**config.mk**
```make
export PLATFORM = sky130hd
export DESIGN_NAME = fetch_unit
export DESIGN_NICKNAME = d
export VERILOG_FILES = /design/src/rtl/fetch_unit.sv
export SDC_FILE = /design/constraint.sdc
export NUM_CORES = 1
export LEC_CHECK = 0
export CORE_MARGIN = 3
export CORE_UTILIZATION = 40
export CTS_BUF_LIST = sky130_fd_sc_hd__clkbuf_4 sky130_fd_sc_hd__clkbuf_8
export CTS_CLUSTER_DIAMETER = 200
export DETAILED_ROUTE_END_ITERATION = 7
export PLACE_DENSITY = 0.67
export SYNTH_ARGS = -nofsm -noshare
export SYNTH_HDL_FRONTEND = slang
export SYNTH_SLANG_ARGS = --single-unit
export TNS_END_PERCENT = 100
```
**constraint.sdc**
```tcl
create_clock -name clk -period 5.7 [get_ports clk]
set_input_delay 1.14 -clock clk [delete_from_list [all_inputs] [get_ports clk]]
set_output_delay 1.14 -clock clk [all_outputs]
set_load 0.1 [all_outputs]
```
**src/rtl/fetch_unit.sv**
```systemverilog
// Decoupled instruction fetch front end: owns the PC, issues in-order memory
// requests under a credit limit and buffers returned words with their PCs.
`timescale 1ns/1ps
module fetch_unit #(
    parameter int unsigned     XLEN     = 32,
    parameter int unsigned     DEPTH    = 4,
    parameter logic [XLEN-1:0] RESET_PC = {XLEN{1'b0}}
) (
    input  logic            clk,
    input  logic            reset,
    input  logic            redirect_valid,
    input  logic [XLEN-1:0] redirect_pc,
    output logic            imem_req_valid,
    input  logic            imem_req_ready,
    output logic [XLEN-1:0] imem_req_addr,
    input  logic            imem_rsp_valid,
    input  logic [31:0]     imem_rsp_data,
    output logic            instr_valid,
    input  logic            instr_ready,
    output logic [31:0]     instr,
    output logic [XLEN-1:0] instr_pc
);

    localparam int unsigned     AW         = $clog2(DEPTH);
    localparam int unsigned     CW         = AW + 1;
    localparam int unsigned     CW1        = CW + 1;
    localparam logic [XLEN-1:0] PC_STEP    = XLEN'(4);
    localparam logic [XLEN-1:0] PC_LSB     = XLEN'(1);
    localparam logic [CW-1:0]   CNT_ZERO   = {CW{1'b0}};
    localparam logic [CW-1:0]   CNT_ONE    = CW'(1);
    localparam logic [CW:0]     CREDIT_MAX = CW1'(DEPTH);
    localparam logic [AW-1:0]   PTR_ONE    = AW'(1);

    logic [XLEN-1:0] fetch_pc_q, fetch_pc_d;
    logic [XLEN-1:0] rsp_pc_q, rsp_pc_d;
    logic [CW-1:0]   outstanding_q, outstanding_d;
    logic [CW-1:0]   drop_count_q, drop_count_d;
    logic [CW-1:0]   count_q, count_d;
    logic [AW-1:0]   wr_ptr_q, wr_ptr_d;
    logic [AW-1:0]   rd_ptr_q, rd_ptr_d;
    logic [31:0]     data_q [DEPTH];
    logic [31:0]     data_d [DEPTH];
    logic [XLEN-1:0] pcbuf_q [DEPTH];
    logic [XLEN-1:0] pcbuf_d [DEPTH];

    logic [XLEN-1:0] redirect_target_s;
    logic            credit_ok_s;
    logic            req_valid_s;
    logic            req_fire_s;
    logic            rsp_live_s;
    logic            push_s;
    logic            pop_s;
    logic            instr_valid_s;
    logic [CW-1:0]   fire_inc_s, rsp_dec_s, push_inc_s, pop_dec_s;

    // Handshake qualification; credits come from registered counts only.
    always_comb begin
        redirect_target_s = redirect_pc & ~PC_LSB;
        credit_ok_s       = ({1'b0, outstanding_q} + {1'b0, count_q}) < CREDIT_MAX;
        req_valid_s       = !reset && !redirect_valid && credit_ok_s;
        req_fire_s        = req_valid_s && imem_req_ready;
        // A response with nothing outstanding belongs to a pre-reset request.
        rsp_live_s        = imem_rsp_valid && (outstanding_q != CNT_ZERO);
        instr_valid_s     = (count_q != CNT_ZERO) && !redirect_valid;
        pop_s             = instr_valid_s && instr_ready;
        push_s            = rsp_live_s && !redirect_valid && (drop_count_q == CNT_ZERO);
        fire_inc_s        = req_fire_s ? CNT_ONE : CNT_ZERO;
        rsp_dec_s         = rsp_live_s ? CNT_ONE : CNT_ZERO;
        push_inc_s        = push_s ? CNT_ONE : CNT_ZERO;
        pop_dec_s         = pop_s ? CNT_ONE : CNT_ZERO;
    end

    // Next-state for PCs, counters and the instruction buffer.
    always_comb begin
        fetch_pc_d    = fetch_pc_q;
        rsp_pc_d      = rsp_pc_q;
        drop_count_d  = drop_count_q;
        count_d       = count_q;
        wr_ptr_d      = wr_ptr_q;
        rd_ptr_d      = rd_ptr_q;
        data_d        = data_q;
        pcbuf_d       = pcbuf_q;
        outstanding_d = outstanding_q + fire_inc_s - rsp_dec_s;
        if (redirect_valid) begin
            fetch_pc_d   = redirect_target_s;
            rsp_pc_d     = redirect_target_s;
            // Every request still unreturned after this cycle is stale.
            drop_count_d = outstanding_q - rsp_dec_s;
            count_d      = CNT_ZERO;
            rd_ptr_d     = wr_ptr_q;
        end else begin
            if (req_fire_s) begin
                fetch_pc_d = fetch_pc_q + PC_STEP;
            end else begin
                fetch_pc_d = fetch_pc_q;
            end
            if (rsp_live_s && (drop_count_q != CNT_ZERO)) begin
                drop_count_d = drop_count_q - CNT_ONE;
            end else begin
                drop_count_d = drop_count_q;
            end
            if (push_s) begin
                data_d[wr_ptr_q]  = imem_rsp_data;
                pcbuf_d[wr_ptr_q] = rsp_pc_q;
                wr_ptr_d          = wr_ptr_q + PTR_ONE;
                rsp_pc_d          = rsp_pc_q + PC_STEP;
            end else begin
                wr_ptr_d = wr_ptr_q;
                rsp_pc_d = rsp_pc_q;
            end
            if (pop_s) begin
                rd_ptr_d = rd_ptr_q + PTR_ONE;
            end else begin
                rd_ptr_d = rd_ptr_q;
            end
            count_d = count_q + push_inc_s - pop_dec_s;
        end
    end

    // State registers with synchronous reset.
    always_ff @(posedge clk) begin
        if (reset) begin
            fetch_pc_q    <= RESET_PC;
            rsp_pc_q      <= RESET_PC;
            outstanding_q <= CNT_ZERO;
            drop_count_q  <= CNT_ZERO;
            count_q       <= CNT_ZERO;
            wr_ptr_q      <= {AW{1'b0}};
            rd_ptr_q      <= {AW{1'b0}};
            for (int i = 0; i < int'(DEPTH); i++) begin
                data_q[i]  <= 32'h0000_0000;
                pcbuf_q[i] <= {XLEN{1'b0}};
            end
        end else begin
            fetch_pc_q    <= fetch_pc_d;
            rsp_pc_q      <= rsp_pc_d;
            outstanding_q <= outstanding_d;
            drop_count_q  <= drop_count_d;
            count_q       <= count_d;
            wr_ptr_q      <= wr_ptr_d;
            rd_ptr_q      <= rd_ptr_d;
            data_q        <= data_d;
            pcbuf_q       <= pcbuf_d;
        end
    end

    assign imem_req_valid = req_valid_s;
    assign imem_req_addr  = fetch_pc_q;
    assign instr_valid    = instr_valid_s;
    assign instr          = data_q[rd_ptr_q];
    assign instr_pc       = pcbuf_q[rd_ptr_q];

endmodule

```
# --- Word-level counts from Yosys, hierarchy flattened ---
# Index checks and enable logic that the tools add are counted.
totals:
  mem_count: 0
  register_bits: 333
  ram_bits: 0
  romBits: 0
  inputBits: 70
  out_inout_bits: 98
  latch_bits: 0
classes:
  bitwise_logic: 3
  shifts: 0
  magnitude_cmp: 4
  multipliers: 0
  n_div: 0
  eq_ne: 0
  muxes: 22
  addsub: 11
  n_reduce_logical: 22
op_table:
  columns: ["operator", "count"]
  rows:
  - ["32-bit two-way mux", 9]
  - ["128-bit bitwise mux", 2]
  - ["32-bit binary-select mux with 2-bit select", 2]
  - ["32-bit by 3-bit adder with 32-bit output, second input constant", 2]
  - ["32-bit demux with 2-bit select", 1]
  - ["1-bit logical AND", 10]
  - ["3-bit nonzero test", 3]
  - ["3-bit by 1-bit subtractor with 3-bit output", 3]
  - ["2-bit nonzero test", 4]
  - ["3-bit by 1-bit adder with 3-bit output", 2]
  - ["3-bit >= comparator, second input constant", 2]
  - ["3-bit two-way mux", 2]
  - ["2-bit inverter with 3-bit output", 2]
  - ["2-bit by 1-bit adder with 2-bit output, second input constant", 2]
  - ["3-bit by 3-bit adder with 4-bit output", 1]
  - ["4-bit by 3-bit < comparator with 1-bit output, second input constant", 1]
  - ["1-bit two-way mux", 4]
  - ["2-bit two-way mux", 2]
  - ["3-bit logical NOT", 1]
  - ["3-bit by 1-bit < comparator with 1-bit output, second input constant", 1]
  - ["3-bit by 1-bit subtractor with 3-bit output, second input constant", 1]
  - ["1-bit logical NOT", 2]
  - ["2-bit AND reduction", 1]
  - ["2-bit OR reduction", 1]
  - ["1-bit inverter", 1]

# --- Depth between registers and ports, before layout ---
depth:
  word_depth: 7
  mapped_depth: 14
  mapped_depth_nobuf: 13

# --- Worst setup path before layout ---
# OpenSTA, ideal clock, no wires.
synth_timing:
  path_type: "input port to output port"
  start: "input redirect_valid"
  end: "output imem_req_valid"
  stages: 3
  path_slack_ns: 0.868
  n_path_buf: 1
  t_arrival_ns: 3.692
  path_cell_list: "clkbuf_1 -> or2_2 -> nor3_1"
synth_via:
  elab_chain_cells: 3
synth_lines:
  columns: ["element", "line_no", "rtl"]
  rows:
  - ["start, declared", "11", "input logic redirect_valid,"]
  - ["1-bit logical NOT", "60", "req_valid_s = !reset && !redirect_valid && credit_ok_s;"]
  - ["1-bit logical AND (2 in a row)", "60", null]
  - ["end, declared", "13", "output logic imem_req_valid,"]
# No other way between the ends.

# --- Final worst setup path ---
layout_timing:
  start: "register rd_ptr_q[0]"
  end: "output instr[24]"
layout_via:
  elab_chain_cells: 4
layout_lines:
  columns: ["element", "line_no", "rtl"]
  rows:
  - ["start, declared", "40", "logic [AW-1:0] rd_ptr_q, rd_ptr_d;"]
  - ["start signal, assigned", "129", "rd_ptr_q <= {AW{1'b0}};"]
  - ["start signal, assigned", "141", "rd_ptr_q <= rd_ptr_d;"]
  - ["2-bit inverter with 3-bit output (not written as such)", "150", "assign instr = data_q[rd_ptr_q];"]
  - ["32-bit binary-select mux with 2-bit select", "150", null]
  - ["32-bit two-way mux (not written as such) (2 in a row)", "150", null]
  - ["end, declared", "20", "output logic [31:0] instr,"]
# No other way between the ends. The select of a mux whose other input is x is not followed.

==> impl_metrics.py <==
metrics = {
    "sta": {
        "worst_pin_slew_ps": 1090,
        "setup_tns_ps": 0,
        "fin_crit_ps": 4560,
        "finalHoldViolCount": 0,
        "setup_viol": 0,
        "fmax_ghz": 0.219,
        "timing.slew.headroom_pct": 27.2,
        "rsz0062_at_grt": "no",
        "drv_slew": 0,
        "fin_crit_sh_pct": 79.9,
        "skew_ps": 24.2,
    },
    "yosys": {
        "synth.distinct_cells": 58,
        "synth_ff_type": "dfxtp_1",
        "ys_ff_latch": 327,
        "ys_seq_area_share_pct": 45.4,
        "synth-edff-count": 0,
        "avgSynthCellArea_um2": 8.38,
        "async_flop_share_pct": 0,
        "ys_warn_count": 0,
        "syn_inst": 1719,
        "syn_area_um2": 14400,
    },
    "worst_hold_path": {
        "min_path_type": "flop to flop",
        "worstHoldPathCells": 2,
    },
    "clock_network": {
        "tritoncts": "yes",
        "htreeDepth": 2,
        "path_clk_slew_ps": 60,
        "clock_sinks": 327,
        "clock_latency_ps": 610,
        "cts.hold.buffers_added": 0,
        "max-clock-path-buffers": 3,
        "numCtsBuffers": 54,
        "cts-resized-gates": 0,
        "root_buffer": "clkbuf_8",
        "cts_setup_buffers": 0,
    },
    "placement": {
        "place_congestion": 0.841,
        "numPortBuffers": 164,
        "place_hpwl_um": 25300,
    },
    "die": {
        "die_h_um": 196,
        "core_area_um2": 35100,
        "initial_core_util_pct": 41.1,
        "die_x_um": 196,
        "ioPinCount": 168,
        "num_rows": 68,
        "dieArea_um2": 38300,
    },
    "worst_setup_path": {
        "crit_slowest_cell": "clkdlybuf4s50_1",
        "cp.buffers_inverters": 2,
        "crit_fanout": 36,
        "critPathKind": "flop to output port",
        "ff2ff_path_depth": 11,
        "worstSetupEndpointType": "output port",
        "cp-start-kind": "flop",
        "max_stage_delay_ps": 990,
        "cp.arrival_ps": 3420,
        "path_depth": 3,
        "cpLargestDelayFamily": "buffers and inverters",
        "worstPathCellList": "buf_12 > mux4_2 > clkdlybuf4s50_1",
        "worstPathRequired_ps": 4560,
    },
    "power": {
        "combPwrFrac_pct": 17.5,
        "p_per_area_nw_per_um2": 324,
        "leakagePower_nw": 5.69,
        "switching_power_mw": 1.74,
        "power_frac_clock_pct": 38.3,
        "p_sw_share_pct": 30.9,
        "p_int_mw": 3.88,
        "finalPower_mw": 5.62,
        "power_frac_seq_pct": 44.2,
        "vdd_drop_max_mv": 0.217,
    },
    "detailed_routing": {
        "firstDrtPassIters": 5,
        "via_per_inst": 5.45,
        "routedWlPerCell_um": 18.2,
        "drtIter0Drc": 911,
        "vias": 12600,
        "route.detailed.drc": 0,
        "drtAntennaViolNets": 0,
        "routed_wl_um": 42000,
    },
    "cells_and_area": {
        "final_cell_mix": "559 x nand2_1, 325 x dfxtp_1, 285 x a21oi_1",
        "final_common_cell": "nand2_1",
        "final_util_pct": 49.5,
        "num_antenna_cells": 0,
        "synthToLayoutAreaGrowth_pct": 20.5,
        "nets": 1899,
        "layout-drive-gt1-share_pct": 10.8,
    },
    "global_routing": {
        "grt_pass1_wl_um": 66500,
        "track_usage_pct": 21.3,
        "grt_overflow": 0,
        "grt_max_degree": 225,
        "grt_pass1_vias": 12300,
        "antenna_found_initial": 2,
    },
    "outcome": {
        "outcome": "finished, final reports clean",
    },
    "flow_run": {
        "maxCapViolations": 0,
    },
}
==> through the flow <==
stage | hold WS (ps) | setup WS, ps | cell area (µm²) | instances
finish | 449 | 1140 | 17400 | 2307
global route | 468 | 967 | 17400 | 2307
CTS | 452 | 1040 | 17400 | 2307
floorplan | 433 | 868 | 14400 | 1720
global placement | 438 | 1350 | 16200 | 2210
detailed placement | 444 | 1360 | 16200 | 2210
==> power groups by stage <==
stage | combinational (mW) | sequential [mW] | clock [mW]
6_report | 0.984 | 2.48 | 2.15
3_3_place_gp | 0.973 | 2.53 | 0
3_5_place_dp | 0.986 | 2.53 | 0
4_1_cts | 0.990 | 2.48 | 2.20
5_1_grt | 1.06 | 2.50 | 2.31
2_1_floorplan | 0.655 | 2.57 | 0
==> final timing paths <==
| kind | end | start | slack (ps) |
|---|---|---|---|
| setup / recovery | instr[24] | rd_ptr_q[0] | 1140 |
| hold / removal | pcbuf_q[36] | pcbuf_q[36] | 450 |
| setup reg to reg | outstanding_q[2] | outstanding_q[2] | 2160 |
| hold reg to reg | pcbuf_q[36] | pcbuf_q[36] | 450 |
==> state kept, by name (all words and copies together) (netlist names) <==
name           cells
pcbuf_q          124
data_q           128
wr_ptr_q           2
outstanding_q      3
rsp_pc_q          31
rd_ptr_q           2
imem_req_addr     31
drop_count_q       3
count_q            3
==> kinds of logic after synthesis <==
kind of cell	Yosys count	share of synthesized area [%]
buf+inv	162	4.35
mux	71	10.4
flops	327	45.4
other cells	1	0.0260
simple gates	734	21.8
xor+xnor	36	2.19
fa+ha+maj	18	1.67
compound gates	370	14.1
==> synth_stat cells, drive strengths merged (3+ instances only) <==
cell type    n  share of area [%]
nor2        38                1.0
mux2i        3               0.21
clkbuf     122                3.2
o21ai       16               0.56
a21oi      285                9.9
xnor2       12               0.73
nand2      563                 15
dfxtp      327                 45
xor2        24                1.5
a41oi        6               0.36
a31oi       13               0.56
nand4       32                1.4
nor3        11               0.45
a21o         3               0.16
or3          8               0.35
and3        11               0.48
o21a         4               0.21
ha          16                1.4
mux4        63                9.8
nand3       26               0.90
o211ai       8               0.42
and4         9               0.55
nand2b       3               0.13
mux2         5               0.39
a211oi      19               0.99
and2        15               0.65
a2bb2oi      3               0.18
inv         20               0.52
buf         20               0.65
nor4         4               0.38
==> layout make-up <==
cell class / instances / area, µm²
well taps: 455 / 569
clock buffers: 88 / 1080
flip-flops and latches: 327 / 6550
inverters: 20 / 75.1
repair buffers: 177 / 1760
fillers: 3325 / 17700
clock inverters: 9 / 61.3
multi-input cells: 1231 / 7260
==> layer usage <==
metal / global-route usage [%] / vias up / routed length (µm)
met4: 6.65 / 4 / 1090
li1: - / 6088 / -
met5: 0 / - / 22
met2: 36.1 / 406 / 20200
met3: 3.69 / 90 / 2810
met1: 28.0 / 5976 / 18000
==> tightest hold or removal path, cell delays in order, from the launching register on <==
cell and delay [ps]:
dfxtp_1 300, nand2_1 50, a21oi_1 50
Note: power is estimated with default switching activity, not from simulation.
